[src/rtl/pixie_pkg.sv]
// rtl/pixie_pkg.sv - shared types and constants for the Pixie DMA responder
//
// Contents:
//   PIXIE_ADDR_W       default request / RAM address width
//   PIXIE_RAM_LAT_MIN  smallest supported RAM read latency
//   PIXIE_RAM_LAT_MAX  largest supported RAM read latency
//   PIXIE_MAX_WAIT     default cpu_busy wait limit
//   pixie_state_e      responder FSM states (ST_PREFETCH only with PIXIE_DMA_PREFETCH_EN)
package pixie_pkg;

    localparam int unsigned PIXIE_ADDR_W      = 16;
    localparam int unsigned PIXIE_RAM_LAT_MIN = 1;
    localparam int unsigned PIXIE_RAM_LAT_MAX = 3;
    localparam int unsigned PIXIE_MAX_WAIT    = 15;

`ifdef PIXIE_DMA_PREFETCH_EN
    typedef enum logic [2:0] {
        ST_IDLE,
        ST_GRANT,
        ST_READ,
        ST_ACK,
        ST_PREFETCH
    } pixie_state_e;
`else
    typedef enum logic [1:0] {
        ST_IDLE,
        ST_GRANT,
        ST_READ,
        ST_ACK
    } pixie_state_e;
`endif

endpackage

[src/rtl/pixie_dma_prefetch.sv]
// rtl/pixie_dma_prefetch.sv - tagged single-byte read-ahead buffer
//
// Ports:
//   clk, reset        bus clock, synchronous active-low reset
//   clk_enable_i      bus clock enable; buffer state changes only when high
//   fill_i            load fill_data_i tagged with fill_addr_i, marks buffer valid
//   fill_addr_i       address of the byte being loaded
//   fill_data_i       byte being loaded
//   inval_i           drop the buffered byte (wins over a simultaneous fill)
//   lookup_addr_i     address being requested
//   hit_o             buffer valid and tag equals lookup_addr_i
//   data_o            buffered byte
module pixie_dma_prefetch
    import pixie_pkg::*;
#(
    parameter int unsigned ADDR_W = PIXIE_ADDR_W
) (
    input  logic              clk,
    input  logic              reset,
    input  logic              clk_enable_i,
    input  logic              fill_i,
    input  logic [ADDR_W-1:0] fill_addr_i,
    input  logic [7:0]        fill_data_i,
    input  logic              inval_i,
    input  logic [ADDR_W-1:0] lookup_addr_i,
    output logic              hit_o,
    output logic [7:0]        data_o
);

    logic              valid_q;
    logic [ADDR_W-1:0] tag_q;
    logic [7:0]        data_q;

    always_ff @(posedge clk) begin
        if (!reset) begin
            valid_q <= 1'b0;
            tag_q   <= '0;
            data_q  <= '0;
        end else if (clk_enable_i) begin
            // A frame boundary landing on the fill cycle must still discard the byte.
            if (inval_i) begin
                valid_q <= 1'b0;
            end else if (fill_i) begin
                valid_q <= 1'b1;
                tag_q   <= fill_addr_i;
                data_q  <= fill_data_i;
            end
        end
    end

    assign hit_o  = valid_q && (tag_q == lookup_addr_i);
    assign data_o = data_q;

endmodule

[src/rtl/pixie_dma_responder.sv]
// rtl/pixie_dma_responder.sv - memory-side responder for the Pixie video DMA read port
//
// Optional feature macro: PIXIE_DMA_PREFETCH_EN (read-ahead of ram_addr+1 after each ack).
//
// Ports:
//   clk, reset     CPU bus clock, synchronous active-low reset
//   clk_enable     bus clock enable; every register advances only when high
//   dma_req        Pixie read request (level, held until dma_ack)
//   dma_addr       Pixie read address
//   dma_data       returned byte, valid in the ack cycle and held afterwards
//   dma_ack        one-enabled-cycle completion pulse
//   cpu_busy       CPU is mid-access on the shared bus
//   cpu_hold       stalls the CPU while the responder owns the bus
//   ram_addr       RAM read address
//   ram_rd         RAM read strobe
//   ram_data       RAM read data, valid RAM_LAT enabled cycles after ram_rd
//   frame_int      Pixie start-of-frame marker
//   dma_count      bytes served since the last frame_int rising edge
//   err_timeout    sticky: cpu_busy outlasted MAX_WAIT
module pixie_dma_responder
    import pixie_pkg::*;
#(
    parameter int unsigned ADDR_W   = PIXIE_ADDR_W,
    parameter int unsigned RAM_LAT  = 1,
    parameter int unsigned MAX_WAIT = PIXIE_MAX_WAIT
) (
    input  logic              clk,
    input  logic              reset,
    input  logic              clk_enable,
    input  logic              dma_req,
    input  logic [ADDR_W-1:0] dma_addr,
    output logic [7:0]        dma_data,
    output logic              dma_ack,
    input  logic              cpu_busy,
    output logic              cpu_hold,
    output logic [ADDR_W-1:0] ram_addr,
    output logic              ram_rd,
    input  logic [7:0]        ram_data,
    input  logic              frame_int,
    output logic [15:0]       dma_count,
    output logic              err_timeout
);

    localparam int unsigned       WAIT_W    = $clog2(MAX_WAIT + 1);
    localparam logic [WAIT_W-1:0] WAIT_LAST = WAIT_W'(MAX_WAIT - 1);
    localparam logic [1:0]        LAT_LAST  = 2'(RAM_LAT);

    pixie_state_e      state_q, state_d;
    logic [ADDR_W-1:0] ram_addr_q, ram_addr_d;
    logic [7:0]        dma_data_q, dma_data_d;
    logic [15:0]       dma_count_q, dma_count_d;
    logic              err_q, err_d;
    logic [WAIT_W-1:0] wait_q, wait_d;
    logic [1:0]        lat_q, lat_d;
    logic              frame_q;

    logic frame_rise;
    logic timeout_now;
    logic grant_rd;
    logic ack_now;

    assign frame_rise  = frame_int && !frame_q;
    assign ack_now     = (state_q == ST_ACK);
    // The last permitted busy cycle aborts the CPU access and reads anyway.
    assign timeout_now = cpu_busy && (wait_q == WAIT_LAST);
    // In GRANT the read strobe fires in the same cycle the bus is won, so
    // READ only has to count out the remaining RAM latency.
    assign grant_rd    = (state_q == ST_GRANT) && (!cpu_busy || timeout_now);

`ifdef PIXIE_DMA_PREFETCH_EN
    logic       pf_hit;
    logic [7:0] pf_data;
    logic       pf_fill;
    logic       pf_inval;

    assign pf_fill  = (state_q == ST_PREFETCH) && (lat_q == LAT_LAST);
    assign pf_inval = frame_rise || ((state_q == ST_IDLE) && dma_req && !pf_hit);

    pixie_dma_prefetch #(
        .ADDR_W (ADDR_W)
    ) u_prefetch (
        .clk           (clk),
        .reset         (reset),
        .clk_enable_i  (clk_enable),
        .fill_i        (pf_fill),
        .fill_addr_i   (ram_addr_q),
        .fill_data_i   (ram_data),
        .inval_i       (pf_inval),
        .lookup_addr_i (dma_addr),
        .hit_o         (pf_hit),
        .data_o        (pf_data)
    );
`endif

    // State register
    always_ff @(posedge clk) begin
        if (!reset) begin
            state_q <= ST_IDLE;
        end else if (clk_enable) begin
            state_q <= state_d;
        end
    end

    // Next-state logic
    always_comb begin
        state_d = state_q;
        case (state_q)
            ST_IDLE: begin
                if (dma_req) begin
`ifdef PIXIE_DMA_PREFETCH_EN
                    state_d = pf_hit ? ST_ACK : ST_GRANT;
`else
                    state_d = ST_GRANT;
`endif
                end
            end
            ST_GRANT: begin
                if (grant_rd) state_d = ST_READ;
            end
            ST_READ: begin
                if (lat_q == LAT_LAST) state_d = ST_ACK;
            end
            ST_ACK: begin
`ifdef PIXIE_DMA_PREFETCH_EN
                state_d = cpu_busy ? ST_IDLE : ST_PREFETCH;
`else
                state_d = ST_IDLE;
`endif
            end
`ifdef PIXIE_DMA_PREFETCH_EN
            ST_PREFETCH: begin
                if (lat_q == LAT_LAST) state_d = ST_IDLE;
            end
`endif
            default: state_d = ST_IDLE;
        endcase
    end

    // Outputs
    always_comb begin
        ram_rd   = grant_rd;
`ifdef PIXIE_DMA_PREFETCH_EN
        if ((state_q == ST_PREFETCH) && (lat_q == 2'd0)) ram_rd = 1'b1;
`endif
        cpu_hold = (state_q != ST_IDLE);
        dma_ack  = ack_now;
    end

    // Datapath next values
    always_comb begin
        ram_addr_d  = ram_addr_q;
        dma_data_d  = dma_data_q;
        wait_d      = wait_q;
        lat_d       = lat_q;
        err_d       = err_q;
        dma_count_d = dma_count_q;

        case (state_q)
            ST_IDLE: begin
                if (dma_req) begin
                    ram_addr_d = dma_addr;
`ifdef PIXIE_DMA_PREFETCH_EN
                    if (pf_hit) dma_data_d = pf_data;
`endif
                end
            end
            ST_GRANT: begin
                if (grant_rd) begin
                    wait_d = '0;
                    // One latency cycle has already elapsed when READ is entered.
                    lat_d  = 2'd1;
                    if (cpu_busy) err_d = 1'b1;
                end else begin
                    wait_d = wait_q + WAIT_W'(1);
                end
            end
            ST_READ: begin
                if (lat_q == LAT_LAST) begin
                    dma_data_d = ram_data;
                end else begin
                    lat_d = lat_q + 2'd1;
                end
            end
            ST_ACK: begin
`ifdef PIXIE_DMA_PREFETCH_EN
                if (!cpu_busy) begin
                    ram_addr_d = ram_addr_q + ADDR_W'(1);
                    lat_d      = 2'd0;
                end
`endif
            end
`ifdef PIXIE_DMA_PREFETCH_EN
            ST_PREFETCH: begin
                lat_d = lat_q + 2'd1;
            end
`endif
            default: ;
        endcase

        // A frame edge restarts the count but still credits an ack in the same cycle.
        if (frame_rise) begin
            dma_count_d = {15'd0, ack_now};
        end else if (ack_now) begin
            dma_count_d = dma_count_q + 16'd1;
        end
    end

    // Datapath registers
    always_ff @(posedge clk) begin
        if (!reset) begin
            ram_addr_q  <= '0;
            dma_data_q  <= '0;
            dma_count_q <= '0;
            err_q       <= 1'b0;
            wait_q      <= '0;
            lat_q       <= '0;
            frame_q     <= 1'b0;
        end else if (clk_enable) begin
            ram_addr_q  <= ram_addr_d;
            dma_data_q  <= dma_data_d;
            dma_count_q <= dma_count_d;
            err_q       <= err_d;
            wait_q      <= wait_d;
            lat_q       <= lat_d;
            frame_q     <= frame_int;
        end
    end

    assign ram_addr    = ram_addr_q;
    assign dma_data    = dma_data_q;
    assign dma_count   = dma_count_q;
    assign err_timeout = err_q;

endmodule
[config.mk]
export PLATFORM = sky130hd
export DESIGN_NAME = pixie_dma_responder
export DESIGN_NICKNAME = d
export VERILOG_FILES = /design/src/rtl/pixie_pkg.sv /design/src/rtl/pixie_dma_prefetch.sv /design/src/rtl/pixie_dma_responder.sv
export SDC_FILE = /design/constraint.sdc
export NUM_CORES = 1
export LEC_CHECK = 0
export ABC_AREA = 1
export CORE_ASPECT_RATIO = 1.25
export CORE_MARGIN = 8
export CORE_UTILIZATION = 41
export DETAILED_ROUTE_END_ITERATION = 8
export GPL_ROUTABILITY_DRIVEN = 0
export HOLD_SLACK_MARGIN = 0.15
export PLACE_DENSITY_LB_ADDON = 0.15
export SETUP_SLACK_MARGIN = 0.5
export SLEW_MARGIN = 10
export SYNTH_ARGS = -nofsm -noshare
export SYNTH_HDL_FRONTEND = slang
export SYNTH_SLANG_ARGS = --single-unit
[constraint.sdc]
create_clock -name clk -period 1.3 [get_ports clk]
set_input_delay 0.26 -clock clk [delete_from_list [all_inputs] [get_ports clk]]
set_output_delay 0.26 -clock clk [all_outputs]
set_load 0.01 [all_outputs]
# After elaboration in Yosys (flattened, before gate mapping)
# Cells that the tools add are included.
[word_totals]
ff_bits = 50
inputBits = 30
output_inout_bits = 44
wordCells = 47
[op_classes]
addsub = 3
n_eq_ne = 9
mux = 10
n_reduce_logical = 17
[op_table]
columns = ["operator", "n"]
rows = [
  ["16-bit 2-to-1 mux", 2],
  ["16-bit by 1-bit adder with 16-bit output, second input constant", 1],
  ["4-bit AND reduction", 3],
  ["2-bit 2-to-1 mux", 5],
  ["2-bit inequality test, second input constant", 4],
  ["2-bit one-hot mux with 4 select lines", 1],
  ["3-bit AND reduction", 2],
  ["2-bit nonzero test", 3],
  ["4-bit by 1-bit adder with 4-bit output, second input constant", 1],
  ["2-bit by 1-bit equality test with 1-bit output, second input constant", 2],
  ["2-bit equality test, second input constant", 2],
  ["4-bit equality test, second input constant", 1],
  ["4-bit 2-to-1 mux", 1],
  ["2-bit one-hot mux with 2 select lines", 1],
  ["2-bit AND reduction", 2],
  ["1-bit logical AND", 3],
  ["2-bit by 1-bit adder with 2-bit output, second input constant", 1],
  ["1-bit logical NOT", 2],
  ["2-bit logical NOT", 1],
  ["1-bit logical OR", 1],
]

# Logic depth before layout (Yosys ltp)
[depth]
ltp_word = 6
ltp_mapped = 10
mapped_depth_nobuf = 10

# Worst setup path before layout
# No wires, ideal clock.
[synth_timing]
path_type = "register to register"
start = "reg dma_count_q[1] (netlist: dma_count[1])"
end = "reg dma_count_q[10] (netlist: dma_count[10])"
setup_time_ps = 119
arrival_time_ps = 1186
required_ps = 1181
setup_slack_ps = -5
path_stages_with_launch = 7
path_buffers = 0
synth_period_minus_slack_ps = 1305
path_cell_list = "dfxtp_1 > ha_1 > nand3_1 > nor2_2 > nand2_2 > nor3b_1 > nor2_1"
[synth_via]
elab_chain_len = 3
[synth_rtl]
columns = ["element", "line_no", "text"]
rows = [
  ["start: declaration", "pixie_dma_responder.sv:51", "logic [15:0] dma_count_q, dma_count_d;"],
  ["start signal: assignment", "pixie_dma_responder.sv:221", "dma_count_q <= dma_count_d;"],
  ["16-bit by 1-bit adder with 16-bit output", "pixie_dma_responder.sv:204", "dma_count_d = dma_count_q + 16'd1;"],
  ["16-bit 2-to-1 mux", "pixie_dma_responder.sv:203", "end else if (ack_now) begin"],
  ["16-bit 2-to-1 mux", "pixie_dma_responder.sv:201", "if (frame_rise) begin"],
]
# No other way between the ends. The select of a mux whose other input is x is not followed.
# A chain may end at the register's enable or synchronous reset.

# Worst setup path in the final report
[layout_timing]
start = "reg wait_q[0]"
end = "out ram_rd"
[layout_via]
elab_chain_len = 4
[layout_rtl]
columns = ["element", "line_no", "text"]
rows = [
  ["start: declaration", "pixie_dma_responder.sv:53", "logic [WAIT_W-1:0] wait_q, wait_d;"],
  ["start signal: assignment", "pixie_dma_responder.sv:223", "wait_q <= wait_d;"],
  ["4-bit equality test", "pixie_dma_responder.sv:65", "assign timeout_now = cpu_busy && (wait_q == WAIT_LAST);"],
  ["1-bit logical AND", "pixie_dma_responder.sv:65", ""],
  ["1-bit logical OR", "pixie_dma_responder.sv:68", "assign grant_rd = (state_q == ST_GRANT) && (!cpu_busy || timeout_now);"],
  ["1-bit logical AND", "pixie_dma_responder.sv:68", ""],
  ["end: declaration", "pixie_dma_responder.sv:37", "output logic ram_rd,"],
]
# No other way between the ends.

==> summary.md <==
| Metric | Value |
|---|---|
| DRT Pass-1 Iters | `4` |
| Hold depth | `3` |
| Unique cell type count in the Yosys netlist | `27` |
| P_sw | `1.19 mW` |
| Crit-path max cell delay | `0.34 ns` |
| Post-synthesis cell area | `about 2300 sq um` |
| CTS HTree Levels | `2` |
| Internal power | `2.86 mW` |
| Hold Vio Cnt, Final | `0` |
| CTS clk-pin slew, worst paths | `0.10 ns` |
| DP HPWL | `4320 um` |
| Status | `complete, but fails checks` |
| Worst Skew | `0.00627 ns` |
| Reg2Reg Capture Point | `lat_q[1]` |
| Top cell type's share of synthesized area | `0.435` |
| Later-pin clock latency in the skew report | `0.30 ns` |
| Final core occ | `0.819` |
| Area delta synth->final | `93.8%` |
| Count of input and output buffers | `73` |
| Syn nets | `351` |
| Critical path class | `reg -> out` |
| Pre-CTS setup slack | `-0.419 ns` |
| Flop-to-flop setup slack | `-0.20 ns` |
| Global-route wire length before repair | `~12,000 um` |
| Seq/Total Area, Yosys | `0.435` |
| Logic pwr share | `0.303` |
| Vias post-DR | `2,569` |
| CP Capture Type | `primary output` |
| DRT iter0 DRCs | `85` |
| Hold Crit Start | `clk_enable` |
| Final setup margin | `-0.259 ns` |
| Worst Reg2Reg Path Length in Cells | `13` |
| Worst Path Arrival | `1.30 ns` |
| Period Utilization, post-route | `1.20` |
| Number of fill cells | `roughly 340` |
| Post-Syn Instances | `approximately 310` |
| Ys Warns | `0` |
| Largest net degree at the start of global routing | `29` |
| Hold Buf Count CTS | `0` |
| N_diodes | `0` |
| Drt wl/cell | `14.8 um` |
| Die area | `8280 sq um` |
| Final nets | `slightly below 500` |
| Sw frac | `0.293` |
| CTS root buf | `clkbuf_8` |
| Reg power frac | `0.415` |
| Final WL | `7640 um` |
| Max Freq | `about 640 MHz` |
| Most frequent CP cell | `inv_2` |
| Detailed-route DRC error count | `0` |
| Peak VDD IR | `783 uV` |
| Clk buf depth | `2` |
| GRT Overall Usage | `0.166` |
| Lkg Pwr | `about 1.8 nW` |
| CTS tree | `yes` |
| Initial antenna violation count | `0` |
| Max Fanout on Critical Path | `2` |
| Die extent in x | `83.0 um` |
| Vias in the first global route | `2,622` |
| Total CTS buffers | `5` |
| Area contributors post-synth | `dfxtp_1 (44%), inv_1 (9.1%), a21oi_1 (7.6%), o21ai_0 (7.6%), nand2_1 (7.0%)` |
| Tightest Pin Transition | `0.342 ns` |
| # IOs | `between 70 and 80` |
| Critical Path Source Type | `flip-flop` |
| Share of cells above drive strength 1 | `0.576` |
| Number of max-cap violations | `0` |
| Via density | `4.97` |
| Grt ovf | `0` |
| Min Tclk post-route | `1.56 ns` |
| FF-to-FF Start | `wait_q[0]` |
| Core ar. | `5440 sq um` |
| Max Slew Vio Count | `0` |
| CP cell instances | `inv_2, ha_4, nand3_4, nand2_2, inv_2, nor2_2, buf_2` |
| Final Setup Violations | `36` |
| Clk sink count | `50` |
| Tot Pwr | `4.05 mW` |
| Slew margin rel. | `0.772` |
| Failing checks | `setup timing` |
| Hold path endpoint | `lat_q[0]` |
| Crit path max-delay cell type | `dfxtp_2` |
| Min-delay worst type | `in -> reg` |
| CP required | `1.04 ns` |
| Pwr Density | `908 nW/um^2` |
| Chip height | `99.8 um` |
| Syn avg cell area | `about 7.4 sq um` |
| Initial Util | `0.423` |
| Leading area contributor after synthesis | `dfxtp_1` |
| Clk pwr share | `0.281` |
| Row count | `30` |
| RSZ-0062 raised after global routing | `true` |
| #FFs+latches synth | `50` |
| ANT nets after route | `0` |
==> cells in the final DEF, fill, tap and decap left out, types with 2 or more instances in the layout <==
cell,netlist,final
ha_4,0,5
o21ai_2,0,17
nand4_1,6,6
buf_16,0,3
nand3_4,1,8
xor2_1,2,2
a21oi_1,35,15
o21ai_1,0,17
nand2_4,1,4
nand2_2,5,8
ha_1,8,2
dfxtp_4,0,8
dfxtp_1,50,5
clkdlybuf4s50_1,0,26
inv_1,56,48
nand3_2,2,3
a21oi_4,0,2
nor2_4,3,6
inv_2,1,6
nand3_1,10,2
clkbuf_8,1,5
dlygate4sd2_1,0,2
dfxtp_2,0,37
inv_4,0,5
nor2_2,2,4
nand2_8,0,4
a21oi_2,0,18
buf_12,0,2
nand2_1,43,34
nor2_1,37,32
nor3_2,0,2
buf_4,0,39
buf_6,1,66
==> state kept, by name (all words and copies together), names as in the netlist <==
signal,count
lat_q,2
dma_count,16
ram_addr,16
dma_data,8
err_timeout,1
wait_q,4
frame_q,1
state_q,2
==> synth_stat cells (all sizes together) <==
cell,number
a211oi,1
a21oi,35
a31oi,2
buf,3
clkbuf,6
dfxtp,50
ha,8
inv,57
nand2,49
nand3,13
nand4,6
nor2,42
nor3,2
nor3b,1
o21ai,35
or2,1
xor2,2
==> how the worst max path moves through the flow <==
stage               cells past startpoint        from         to
finish                                  7   wait_q[0]     ram_rd
global route                            7   wait_q[0]     ram_rd
CTS                                     7   wait_q[0]     ram_rd
detailed placement                      7  clk_enable  wait_q[3]
global placement                        5    cpu_busy     ram_rd
floorplan                               8  state_q[0]   lat_q[1]
==> cells by family after synthesis <==
logic type,after synthesis,synth area share
AND/OR/NAND/NOR,114,0.235
AO/OA/AOI/OAI,73,0.161
buffers and inverters,66,0.118
flip-flops,50,0.435
adder cells (fa/ha/maj),8,0.0435
XOR/XNOR,2,0.00761
==> through the flow <==
stage	hold slack (ns)	cell area [sq um]	std cells	setup TNS (ns)
5_1_grt	0.266	4460	517	-4.90
3_3_place_gp	0.429	3440	476	-14.02
3_5_place_dp	0.436	3440	476	-15.23
6_report	0.270	4460	517	-2.75
2_1_floorplan	0.402	2410	313	0
4_1_cts	0.287	4240	511	-2.26
==> per-layer routing <==
layer,part of all wire,up-vias,track usage
li1,-,1276,-
met1,0.37,1205,0.172
met2,0.54,76,0.303
met3,0.072,12,0.0621
met4,0.018,0,0.0447
met5,0,-,0
==> layout make-up <==
class                           count  area (sq um)  share of cell area
Sequential cell                    50          1080               0.242
Multi-Input combinational cell    198          1510               0.339
Timing Repair Buffer              140          1460               0.327
Clock buffer                        5          68.8              0.0154
Tap cell                           64          80.1              0.0180
Clock inverter                      3          42.5             0.00954
Inverter                           57           221              0.0497
==> critical path: cells and delay by family, from the launching register on <==
kind	cells	cell delay, ns
fa+ha+maj	1	0.13
buf+inv	3	0.27
flops	1	0.34
simple gates	3	0.26
==> timing repair <==
action,CTS,global route
pin swaps,52,21
buffers inserted,22,6
setup endpoints to repair,94,94
cloned,5,0
gates resized for setup,370,42
==> power groups by stage <==
stage	logic, mW	clock network [mW]	registers (mW)
2_1_floorplan	0.328	0	1.72
3_3_place_gp	0.772	0	1.69
3_5_place_dp	0.784	0	1.69
4_1_cts	1.10	1.14	1.68
5_1_grt	1.32	1.23	1.69
6_report	1.23	1.14	1.68
Power figures use the tool's default switching activity.
